`src/rtl/rv_defines.sv`:
```
// Shared definitions for the open_risc_v front end: widths, reset PC and the
// fetch-buffer entry layout used between the prefetcher and its FIFO.
package rv_defines;

    localparam int          RV_XLEN     = 32;
    localparam logic [31:0] RV_RESET_PC = 32'h0000_0000;
    // Canonical NOP (addi x0, x0, 0), kept for future bubble insertion.
    localparam logic [31:0] RV_INST_NOP = 32'h0000_0013;

    typedef struct packed {
        logic [RV_XLEN-1:0] pc;
        logic [RV_XLEN-1:0] inst;
    } fetch_entry_t;

    function automatic logic [RV_XLEN-1:0] rv_word_align(input logic [RV_XLEN-1:0] addr);
        return {addr[RV_XLEN-1:2], 2'b00};
    endfunction

endpackage

```
`src/rtl/fetch_fifo.sv`:
```
// Synchronous power-of-two FIFO with a synchronous flush. Callers must respect
// full/empty themselves; overflow and underflow are only flagged by assertions.
module fetch_fifo #(
    parameter int DEPTH = 4,
    parameter int WIDTH = 64
) (
    input  logic                     clk,
    input  logic                     rst_n,
    input  logic                     i_flush,
    input  logic                     i_push,
    input  logic [WIDTH-1:0]         i_push_data,
    input  logic                     i_pop,
    output logic [WIDTH-1:0]         o_head_data,
    output logic [$clog2(DEPTH):0]   o_count
);

    localparam int AW = $clog2(DEPTH);
    localparam int CW = AW + 1;

    logic [WIDTH-1:0] r_mem [DEPTH];
    logic [AW-1:0]    r_wr_ptr;
    logic [AW-1:0]    r_rd_ptr;
    logic [CW-1:0]    r_count;

    always_ff @(posedge clk or negedge rst_n) begin
        if (!rst_n) begin
            r_wr_ptr <= '0;
            r_rd_ptr <= '0;
            r_count  <= '0;
        end else if (i_flush) begin
            r_wr_ptr <= '0;
            r_rd_ptr <= '0;
            r_count  <= '0;
        end else begin
            if (i_push) r_wr_ptr <= r_wr_ptr + 1'b1;
            if (i_pop)  r_rd_ptr <= r_rd_ptr + 1'b1;
            if (i_push && !i_pop)      r_count <= r_count + 1'b1;
            else if (!i_push && i_pop) r_count <= r_count - 1'b1;
        end
    end

    // Storage carries no reset; only the pointers decide what is visible.
    always_ff @(posedge clk) begin
        if (i_push && !i_flush) r_mem[r_wr_ptr] <= i_push_data;
    end

    always @(posedge clk) begin
        if (rst_n && !i_flush) begin
            assert (!(i_push && !i_pop && (r_count == CW'(DEPTH))));
            assert (!(i_pop && (r_count == '0)));
        end
    end

    assign o_head_data = r_mem[r_rd_ptr];
    assign o_count     = r_count;

endmodule

```
`src/rtl/inst_prefetch.sv`:
```
// Instruction prefetcher: issues sequential word reads to a 1-cycle ROM, buffers
// {pc, inst} pairs and hands them to decode; a jump flushes and redirects.
module inst_prefetch
    import rv_defines::*;
#(
    parameter int          DEPTH    = 4,
    parameter logic [31:0] RESET_PC = RV_RESET_PC
) (
    input  logic        clk,
    input  logic        rst_n,
    input  logic        jump_en_i,
    input  logic [31:0] jump_addr_i,
    output logic        rom_req_o,
    output logic [31:0] rom_addr_o,
    input  logic [31:0] rom_inst_i,
    output logic        inst_valid_o,
    output logic [31:0] inst_o,
    output logic [31:0] inst_addr_o,
    input  logic        inst_ready_i
);

    localparam int CW = $clog2(DEPTH) + 1;

    logic [31:0]   r_fetch_pc;
    logic [31:0]   r_issued_pc;
    logic          r_inflight;

    logic [CW-1:0] w_count;
    logic [CW:0]   w_occupancy;
    logic          w_req;
    logic          w_push;
    logic          w_pop;
    logic          w_valid;
    fetch_entry_t  w_push_entry;
    fetch_entry_t  w_head_entry;
    logic [$bits(fetch_entry_t)-1:0] w_head_data;

    // Occupancy counts the outstanding read so a response always has a slot.
    assign w_occupancy = {1'b0, w_count} + (CW+1)'(r_inflight);
    assign w_req       = rst_n && !jump_en_i && (w_occupancy < (CW+1)'(DEPTH));
    assign w_push      = r_inflight && !jump_en_i;
    assign w_valid     = (w_count != '0);
    assign w_pop       = w_valid && inst_ready_i && !jump_en_i;

    always_ff @(posedge clk or negedge rst_n) begin
        if (!rst_n) begin
            r_fetch_pc  <= rv_word_align(RESET_PC);
            r_issued_pc <= '0;
            r_inflight  <= 1'b0;
        end else if (jump_en_i) begin
            r_fetch_pc <= rv_word_align(jump_addr_i);
            r_inflight <= 1'b0;
        end else if (w_req) begin
            r_fetch_pc  <= r_fetch_pc + 32'd4;
            r_issued_pc <= r_fetch_pc;
            r_inflight  <= 1'b1;
        end else begin
            r_inflight <= 1'b0;
        end
    end

    assign w_push_entry.pc   = r_issued_pc;
    assign w_push_entry.inst = rom_inst_i;

    fetch_fifo #(
        .DEPTH (DEPTH),
        .WIDTH ($bits(fetch_entry_t))
    ) u_fetch_fifo (
        .clk         (clk),
        .rst_n       (rst_n),
        .i_flush     (jump_en_i),
        .i_push      (w_push),
        .i_push_data (w_push_entry),
        .i_pop       (w_pop),
        .o_head_data (w_head_data),
        .o_count     (w_count)
    );

    assign w_head_entry = w_head_data;

    assign rom_req_o    = w_req;
    assign rom_addr_o   = r_fetch_pc;
    assign inst_valid_o = w_valid;
    assign inst_o       = w_valid ? w_head_entry.inst : 32'h0;
    assign inst_addr_o  = w_valid ? w_head_entry.pc   : 32'h0;

endmodule
```
`config.mk`:
```
export PLATFORM = sky130hd
export DESIGN_NAME = inst_prefetch
export DESIGN_NICKNAME = d
export VERILOG_FILES = /design/src/rtl/rv_defines.sv /design/src/rtl/fetch_fifo.sv /design/src/rtl/inst_prefetch.sv
export SDC_FILE = /design/constraint.sdc
export NUM_CORES = 1
export LEC_CHECK = 0
export BUFFER_PORTS_ARGS = -buffer_cell sky130_fd_sc_hd__clkbuf_2
export CAP_MARGIN = 25
export CORE_UTILIZATION = 60
export DETAILED_ROUTE_END_ITERATION = 16
export PLACE_DENSITY = 0.8
export SKIP_LAST_GASP = 1
export SLEW_MARGIN = 15
export SYNTH_ARGS = -nofsm -noshare
export SYNTH_HDL_FRONTEND = slang
export SYNTH_SLANG_ARGS = --single-unit
export TNS_END_PERCENT = 20
```
`constraint.sdc`:
```
create_clock -name clk -period 6.6 [get_ports clk]
set_input_delay 0.99 -clock clk [delete_from_list [all_inputs] [get_ports clk]]
set_output_delay 0.99 -clock clk [all_outputs]
set_load 0.05 [all_outputs]
```
Yosys cells after proc, flatten, opt, wreduce, memory -nomap -nowiden
Memories as Yosys holds them, arrays and structs flattened.
Cells that the tools add are included.
{"block": "totals", "regBits": 72, "latchBits": 0, "ram_bits": 256, "rom_bits": 0, "inputBits": 68, "wordCells": 47, "mem_count": 1}
{"memory": "u_fetch_fifo.r_mem", "words": 4, "width": 64, "rd": 1, "rd_clocked_by_memory_dff": 0, "write_ports": 1, "line": "fetch_fifo.sv:20", "source": "logic [WIDTH-1:0] r_mem [DEPTH];"}
{"block": "op_classes", "addsub": 6, "multipliers": 0, "div_mod_pow": 0, "order_cmp": 1, "eq_ne": 0, "shifts": 0, "n_mux": 15, "bitwise": 1, "reduce_logical": 17}
{"cell": "$mux W32", "n": 4}
{"cell": "$add A32 B3 Y32 const B", "n": 1}
{"cell": "$mux W3", "n": 3}
{"cell": "$logic_and A1 B1 Y1", "n": 8}
{"cell": "$mux W2", "n": 4}
{"cell": "$reduce_bool A2 Y1", "n": 3}
{"cell": "$reduce_bool A3 Y1", "n": 2}
{"cell": "$add A2 B1 Y2 const B", "n": 2}
{"cell": "$add A3 B1 Y4", "n": 1}
{"cell": "$lt A4 B3 Y1 const B", "n": 1}
{"cell": "$mux W1", "n": 4}
{"cell": "$add A3 B1 Y3 const B", "n": 1}
{"cell": "$logic_not A1 Y1", "n": 3}
{"cell": "$sub A3 B1 Y3 const B", "n": 1}
{"cell": "$reduce_and A2 Y1", "n": 1}
{"cell": "$not A1 Y1", "n": 1}

Depth between registers and ports, before layout
Gate-level depths: netlist of run 1.
{"block": "depth", "word_depth": 7, "depth_mapped": 9, "mapped_depth_nobuf": 8}

By module
From an unflattened synthesis of run 1, not the netlist that was laid out.
{"block": "hier_totals", "cells_unflattened": 792, "area_unflattened_um2": 13100.1}
{"module": "fetch_fifo", "n_inst": 1, "cells_each": 377, "area_each_um2": 9661.8, "seq_area_each_um2": 7862.5}
{"module": "inst_prefetch", "n_inst": 1, "cells_each": 415, "area_each_um2": 3438.3, "seq_area_each_um2": 1526.5}

Worst setup path before layout of run 1
No wires, ideal clock.
{"block": "synth_timing", "path_type": "in2reg", "startpoint": "in jump_en_i", "endpoint": "mem u_fetch_fifo.r_mem[0][0], enable pin", "t_arrival_ns": 2.864, "path_slack_ns": 3.309, "path_stages": 3, "path_cell_list": "clkbuf_1 > nor2b_1 > and2_1"}
{"block": "synth_via", "elab_chain_cells": 5}
{"item": "from (decl)", "line": "inst_prefetch.sv:11", "source": "input logic jump_en_i,"}
{"item": "$logic_not A1 Y1 *", "line": "fetch_fifo.sv:44, inst_prefetch.sv:41"}
{"item": "$logic_and A1 B1 Y1", "line": "inst_prefetch.sv:41", "source": "assign w_push = r_inflight && !jump_en_i;"}
{"item": "$logic_and A1 B1 Y1 *", "line": "fetch_fifo.sv:44", "source": "if (i_push && !i_flush) r_mem[r_wr_ptr] <= i_push_data;"}
{"item": "$mux W1 *", "line": "fetch_fifo.sv:44"}
{"item": "$mux W1 (not written as such) *", "line": "fetch_fifo.sv:44"}
{"item": "to (decl)", "line": "fetch_fifo.sv:20"}
Mark *: on every way between the ends. The rest lies on a longest branch, timed or not.

Worst setup path in the final report of run 1
{"block": "layout_timing", "startpoint": "reg u_fetch_fifo.r_rd_ptr[0]", "endpoint": "out inst_addr_o[8]"}
{"block": "layout_via", "elab_chain_cells": 2}
{"item": "from (decl)", "line": "fetch_fifo.sv:22", "source": "logic [AW-1:0] r_rd_ptr;"}
{"item": "from (signal assigned)", "line": "fetch_fifo.sv:36", "source": "if (i_pop) r_rd_ptr <= r_rd_ptr + 1'b1;"}
{"item": "$mem_v2 Z4 W64"}
{"item": "$mux W32", "line": "inst_prefetch.sv:85", "source": "assign inst_addr_o = w_valid ? w_head_entry.pc : 32'h0;"}
{"item": "to (decl)", "line": "inst_prefetch.sv:18", "source": "output logic [31:0] inst_addr_o,"}
Every way passes these cells.

==> results of run 1 <==
per-layer routing:
layer  GRT usage  vias up
met5           0        -
met4      0.0505        0
met3      0.0327       20
met2       0.385      294
met1       0.343     3629
li1            -     3273
registers in the layout, indices dropped and copies added (netlist names):
name / flops
r_inflight: 1
u_fetch_fifo.r_wr_ptr: 2
u_fetch_fifo.r_rd_ptr: 2
u_fetch_fifo.o_count: 3
r_issued_pc: 30
u_fetch_fifo.r_mem: 248
rom_addr_o: 30
worst max-delay path, cell delays in order (launching register included):
cell and delay [ns]:
dfrtp_4 0.97, buf_4 0.58, mux4_2 0.58, and2_1 0.17, clkbuf_2 0.25
stage by stage:
step	cell area (sq um)	util	setup WS, ns	hold slack (ns)	instances
final	14700	0.715	2.50	0.519	1226
after global routing	14700	0.715	2.28	0.542	1226
after CTS	14700	0.715	2.40	0.516	1226
after detailed placement	13800	0.669	2.98	0.503	1170
after global placement	13700	0.669	3.00	0.494	1169
after floorplan	12800	-	3.31	0.471	778
cell families after synthesis:
kind of cell               Yosys count  synth area share
DFF                                316             0.717
buffers and inverters               56            0.0205
and+or+nand+nor                    260             0.102
adders and majority gates            6           0.00647
other                                1          0.000294
xor gates and xnor gates             6           0.00412
muxes                               67             0.114
AOI/OAI and AO/OA                   63            0.0359
final cells by class:
cell class              count  share of cell area
flip-flops and latches    316               0.623
multi-input cells         406               0.229
clock buffers              37              0.0543
well taps                 270              0.0230
inverters                  11             0.00281
clock inverters            19             0.00962
repair buffers            167              0.0582
power by group through the flow:
| stage | combinational, mW | clock, mW | sequential, mW |
|---|---|---|---|
| floorplan | 1.66 | 0 | 2.61 |
| global placement | 2.09 | 0 | 2.65 |
| detailed placement | 2.12 | 0 | 2.67 |
| CTS | 2.12 | 1.64 | 2.63 |
| global route | 2.22 | 1.72 | 2.66 |
| finish | 2.09 | 1.62 | 2.62 |
cell usage after synthesis (all sizes together) (3+ instances only):
library cell  instances  area share
nor3                  6      0.0024
edfxtp              248        0.58
o311ai               10      0.0069
ha                    5      0.0049
o211ai               10      0.0059
or3                   3      0.0015
xor2                  3      0.0021
inv                  11      0.0032
and3                  5      0.0025
nor2                 18      0.0061
mux4                 62        0.11
nand4                14      0.0083
a22oi                 6      0.0035
and2                 69       0.034
dfrtp                68        0.13
clkbuf               25      0.0074
nand3                24      0.0098
buf                  20      0.0099
a221o                 5      0.0039
mux2                  3      0.0026
nand2               115       0.034
xnor2                 3      0.0021
a21o                  4      0.0024
o21ai                16      0.0063
a31o                  3      0.0021
how the worst max path moves through the flow:
stage,startpoint,to,slack [ns],cells after the start
after floorplan,jump_en_i,u_fetch_fifo.r_mem[0][0]$_DFFE_PP_,3.31,3
after global placement,u_fetch_fifo.r_rd_ptr[0]$_DFFE_PN0P_,inst_o[1],3.00,4
after detailed placement,u_fetch_fifo.r_rd_ptr[0]$_DFFE_PN0P_,inst_addr_o[8],2.98,4
after CTS,u_fetch_fifo.r_rd_ptr[0]$_DFFE_PN0P_,inst_addr_o[8],2.40,4
after global routing,u_fetch_fifo.r_rd_ptr[0]$_DFFE_PN0P_,inst_addr_o[8],2.28,4
final,u_fetch_fifo.r_rd_ptr[0]$_DFFE_PN0P_,inst_addr_o[8],2.50,4
==> run_results.csv, run 1 <==
group,metric,value,unit
drt,wl_per_cell,20.0,um
hold_path,hold_class,"reg -> reg",
timing,tightest_slew,0.961,ns
hold_path,hold_start,"r_issued_pc[22]$_DFFE_PN0P_",
finish,area_growth,15.2,%
clocking,cts-root-buf,"clkbuf_16",
clocking,clkLatencyLatePin,0.54,ns
drt,ant_nets,0,
finish,final_common_cell,"edfxtp_1",
setup_path,r2r-end,"rom_addr_o[17]$_DFFE_PN0P_",
power_and_ir_drop,p_sw,2.38,mW
timing,max_freq,0.244,GHz
power_and_ir_drop,power,6.33,mW
timing,tns,0,ns
clocking,holdBufCountCts,0,
logic_synthesis,synth_edf_count,248,
setup_path,crit_required,5.61,ns
power_and_ir_drop,powerDensity,431,mW/mm^2
clocking,clk_path_buf_depth,3,
timing,period_share,0.621,
logic_synthesis,netlist_area,0.0128,sq mm
setup_path,critPathLaunchType,"flip-flop",
power_and_ir_drop,clkPwrFrac,0.255,
drt,dr_total_vias,7216,
finish,final_nets,1007,
die,pin_count,166,
timing,slew_violations,0,
timing,hold_viol_final,0,
setup_path,arrival,3.11,ns
drt,drtPass1Iterations,5,
power_and_ir_drop,switching_share,0.376,
drt,routed_via_density,5.89,
drt,wl_met2,12200,um
setup_path,r2r_slack,4.02,ns
finish,antenna_cells,0,
drt,top_layer,"met4",
timing,setup_viol,0,
logic_synthesis,synth_seq_cells,316,
die,die_h,148,um
grt,grt_pass1_vias,7206,
hold_path,min_to,"u_fetch_fifo.r_mem[1][54]$_DFFE_PP_",
finish,multi_input_area,0.00337,sq mm
logic_synthesis,ys_seq_area_frac,0.717,
timing,fin_worst_skew,0.00829,ns
grt,grt_overflow_total,0,
logic_synthesis,ys_types,48,
setup_path,r2r-start,"r_inflight$_DFF_PN0_",
clocking,numCtsBuffers,31,
setup_path,path_max_fanout,40,
grt,grt_max_degree,69,
drt,wl_met3,1640,um
clocking,ctsHtreeMaxLevel,1,
clocking,cts_tree,"done",
power_and_ir_drop,ir_drop,0.199,mV
timing,finalCriticalPeriod,4.10,ns
grt,grt_usage,0.235,
finish,drive_gt1_frac,0.305,
die,std_cell_rows,52,
clocking,path_clk_slew,0.06,ns
clocking,cts.sinks,316,
drt,routedLengthMet1,10400,um
die,die_w,148,um
clocking,post_cts_resized,0,
finish,num-fill-cells,1349,
drt,drc,0,
placed_design,gp_congestion,0.838,
grt,grt_pass1_wl,39300,um
logic_synthesis,async_flop_share,0.215,
logic_synthesis,synth_warnings,0,
timing,rsz0062_at_grt,"false",
die,start_util,0.620,
flow_run,cap_violations,0,
drt,routed_wl,24500,um
setup_path,end_kind,"output port",
finish,layout_common_cells,"edfxtp_1 (248), clkbuf_2 (158), nand2_1 (114)",
power_and_ir_drop,internal_power,3.95,mW
die,fp.coreArea,0.0206,sq mm
run_status,status,"finished clean",
hold_path,hold_depth,0,
die,design.die.area,0.0218,sq mm
finish,seqCellArea,0.00915,sq mm
logic_synthesis,synth_ff_type,"edfxtp_1",
power_and_ir_drop,pwr-share-seq,0.414,
placed_design,dp.final_hpwl,14400,um
setup_path,critical_path_class,"reg -> out",
timing,slew_headroom,0.359,
power_and_ir_drop,p_leak,5.49,nW
logic_synthesis,avgSynthCellArea,16.5,sq um
clocking,post_cts_buffers,0,
setup_path,r2r_cells,7,
logic_synthesis,syn_inst,775,
power_and_ir_drop,power_frac_comb,0.330,
grt,antenna_found_initial,0,
placed_design,placement.io_buffers,159,
drt,drtIter0Drc,571,
Note: power is estimated with default switching activity, not from simulation.
==> run 2, diff against run 1 <==
--- a/config.mk
+++ b/config.mk
@@ -7,9 +7,9 @@
 export LEC_CHECK = 0
 export BUFFER_PORTS_ARGS = -buffer_cell sky130_fd_sc_hd__clkbuf_2
 export CAP_MARGIN = 25
-export CORE_UTILIZATION = 60
+export CORE_UTILIZATION = 58
 export DETAILED_ROUTE_END_ITERATION = 16
-export PLACE_DENSITY = 0.8
+export PLACE_DENSITY = 0.78
 export SKIP_LAST_GASP = 1
 export SLEW_MARGIN = 15
 export SYNTH_ARGS = -nofsm -noshare
==> constraint.sdc (replaced) <==
create_clock -name clk -period 4.3 [get_ports clk]
set_input_delay 0.645 -clock clk [delete_from_list [all_inputs] [get_ports clk]]
set_output_delay 0.645 -clock clk [all_outputs]
set_load 0.05 [all_outputs]
==> run 2 against run 1 <==
Worst hold slack worse by 0.20 ns. First-iteration DRC count is 22% lower. Flip-flop and latch count did not move. Clock power rose by 71%. Total power is 59% higher. Sequential share of layout area shrank 0.73 points. Critical path type unchanged. Largest cell class unchanged.
==> run_results.csv, run 2 (synthesis results as in run 1) <==
group,metric,value,unit
run_status,status,"finished clean",
grt,grt_pass1_vias,7261,
placed_design,gp_congestion,0.877,
clocking,ctsHtreeMaxLevel,1,
drt,routed_wl,25100,um
die,design.die.area,0.0226,sq mm
finish,antenna_cells,0,
timing,fin_ws,0.943,ns
clocking,post_cts_resized,0,
die,die_w,150,um
finish,top_register,"u_fetch_fifo.r_mem",
drt,ant_nets,0,
clocking,post_cts_buffers,0,
power_and_ir_drop,ir_drop,0.362,mV
timing,max_freq,0.298,GHz
finish,stdcell_area,0.0149,sq mm
grt,grt_pass1_wl,39600,um
setup_path,critPathLaunchType,"flip-flop",
timing,hold_viol_final,0,
finish,drive_gt1_frac,0.310,
clocking,cts_tree,"done",
drt,routed_via_density,5.95,
clocking,clkLatencyLatePin,0.54,ns
timing,slew_headroom,0.360,
hold_path,hold_class,"in -> reg",
finish,final_common_cell,"edfxtp_1",
timing,whs,0.316,ns
setup_path,crit_chain,"buf_4, mux4_2, and2_1, clkbuf_2",
flow_run,cap_violations,0,
placed_design,dp.cells,1177,
timing,finalCriticalPeriod,3.36,ns
die,pin_count,166,
grt,grt_usage,0.232,
setup_path,r2r_slack,2.04,ns
setup_path,end_kind,"output port",
grt,grt_max_degree,69,
finish,layout_common_cells,"edfxtp_1 (248), clkbuf_2 (158), nand2_1 (114)",
drt,wl_per_cell,20.3,um
finish,area_growth,16.6,%
grt,antenna_found_initial,0,
setup_path,worst-path-buf-inv,2,
die,fp.coreArea,0.0213,sq mm
power_and_ir_drop,powerDensity,676,mW/mm^2
grt,grt_overflow_total,0,
finish,final_nets,1008,
placed_design,place_ws,1.47,ns
die,start_util,0.599,
finish,fin_util,0.699,
finish,finalNonFillerCells,1233,
timing,tns,0,ns
power_and_ir_drop,power,10.1,mW
placed_design,placement.io_buffers,159,
setup_path,critical_path.max_stage_delay,0.83,ns
drt,drc,0,
setup_path,slowest_stage,"dfrtp_4",
clocking,cts-root-buf,"clkbuf_16",
die,die_h,150,um
placed_design,dp.final_hpwl,14400,um
timing,fin_worst_skew,0.0127,ns
setup_path,critical-path-top-delay-family,"flip-flops",
clocking,numCtsBuffers,30,
drt,drtIter0Drc,445,
power_and_ir_drop,p_leak,5.57,nW
clocking,holdBufCountCts,0,
setup_path,arrival,2.71,ns
timing,period_share,0.781,
drt,drtPass1Iterations,7,
setup_path,crit_required,3.65,ns
drt,dr_total_vias,7332,
finish,largest_reg_flops,248,
timing,rsz0062_at_grt,"false",
timing,setup_viol,0,
timing,slew_violations,0,
placed_design,place_area,0.0138,sq mm
clocking,path_clk_slew,0.06,ns
timing,tightest_slew,0.960,ns
clocking,cts.sinks,316,
clocking,clk_path_buf_depth,3,
setup_path,critical_path_class,"reg -> out",
setup_path,path_max_fanout,31,
die,std_cell_rows,53,
run 2: changes by cell type in the layout (fill, tap and decap cells not counted), sizes merged:
cell	previous run	this run
clkinvlp	2	1
clkinv	15	9
clkbuf	195	199
bufinv	2	5
buf	9	11
run 2: report_power, final:
group,switching (mW),total [mW],internal (mW)
logic,2.26,3.26,0.999
registers,0.368,4.03,3.66
clock network,1.06,2.77,1.71
total,3.69,10.1,6.37
run 2: layout make-up:
cell class | instances | area, sq um
repair buffers | 169 | 896
well taps | 275 | 344
inverters | 11 | 41.3
fillers | 1390 | 6420
flip-flops and latches | 316 | 9150
clock inverters | 15 | 195
clock buffers | 41 | 873
multi-input cells | 406 | 3370
run 2: routing by layer:
metal | global-route usage | vias to the layer above | part of all wire
li1 | - | 3286 | -
met1 | 0.331 | 3669 | 0.42
met2 | 0.383 | 335 | 0.49
met3 | 0.0312 | 42 | 0.072
met4 | 0.0545 | 0 | 0.019
met5 | 0 | - | 0
run 2: final timing paths:
path                                                      start  cells after the start                              endpoint
min reg2reg                         r_issued_pc[31]$_DFFE_PN0P_                      0   u_fetch_fifo.r_mem[1][63]$_DFFE_PP_
max in group asynchronous                                 rst_n                      2  u_fetch_fifo.r_rd_ptr[0]$_DFFE_PN0P_
min                                              jump_addr_i[4]                      3             rom_addr_o[4]$_DFFE_PN0P_
max reg2reg                                r_inflight$_DFF_PN0_                      7            rom_addr_o[12]$_DFFE_PN0P_
max                        u_fetch_fifo.r_rd_ptr[0]$_DFFE_PN0P_                      4                            inst_o[22]
min in group asynchronous                                 rst_n                      2           r_issued_pc[25]$_DFFE_PN0P_
run 2: worst register-to-register path, delay by kind of cell, from the launching register on:
kind / cells / cell delay, ns
AOI/OAI and AO/OA: 2 / 0.32
DFF: 1 / 0.49
and+or+nand+nor: 3 / 0.36
buffers and inverters: 2 / 0.95
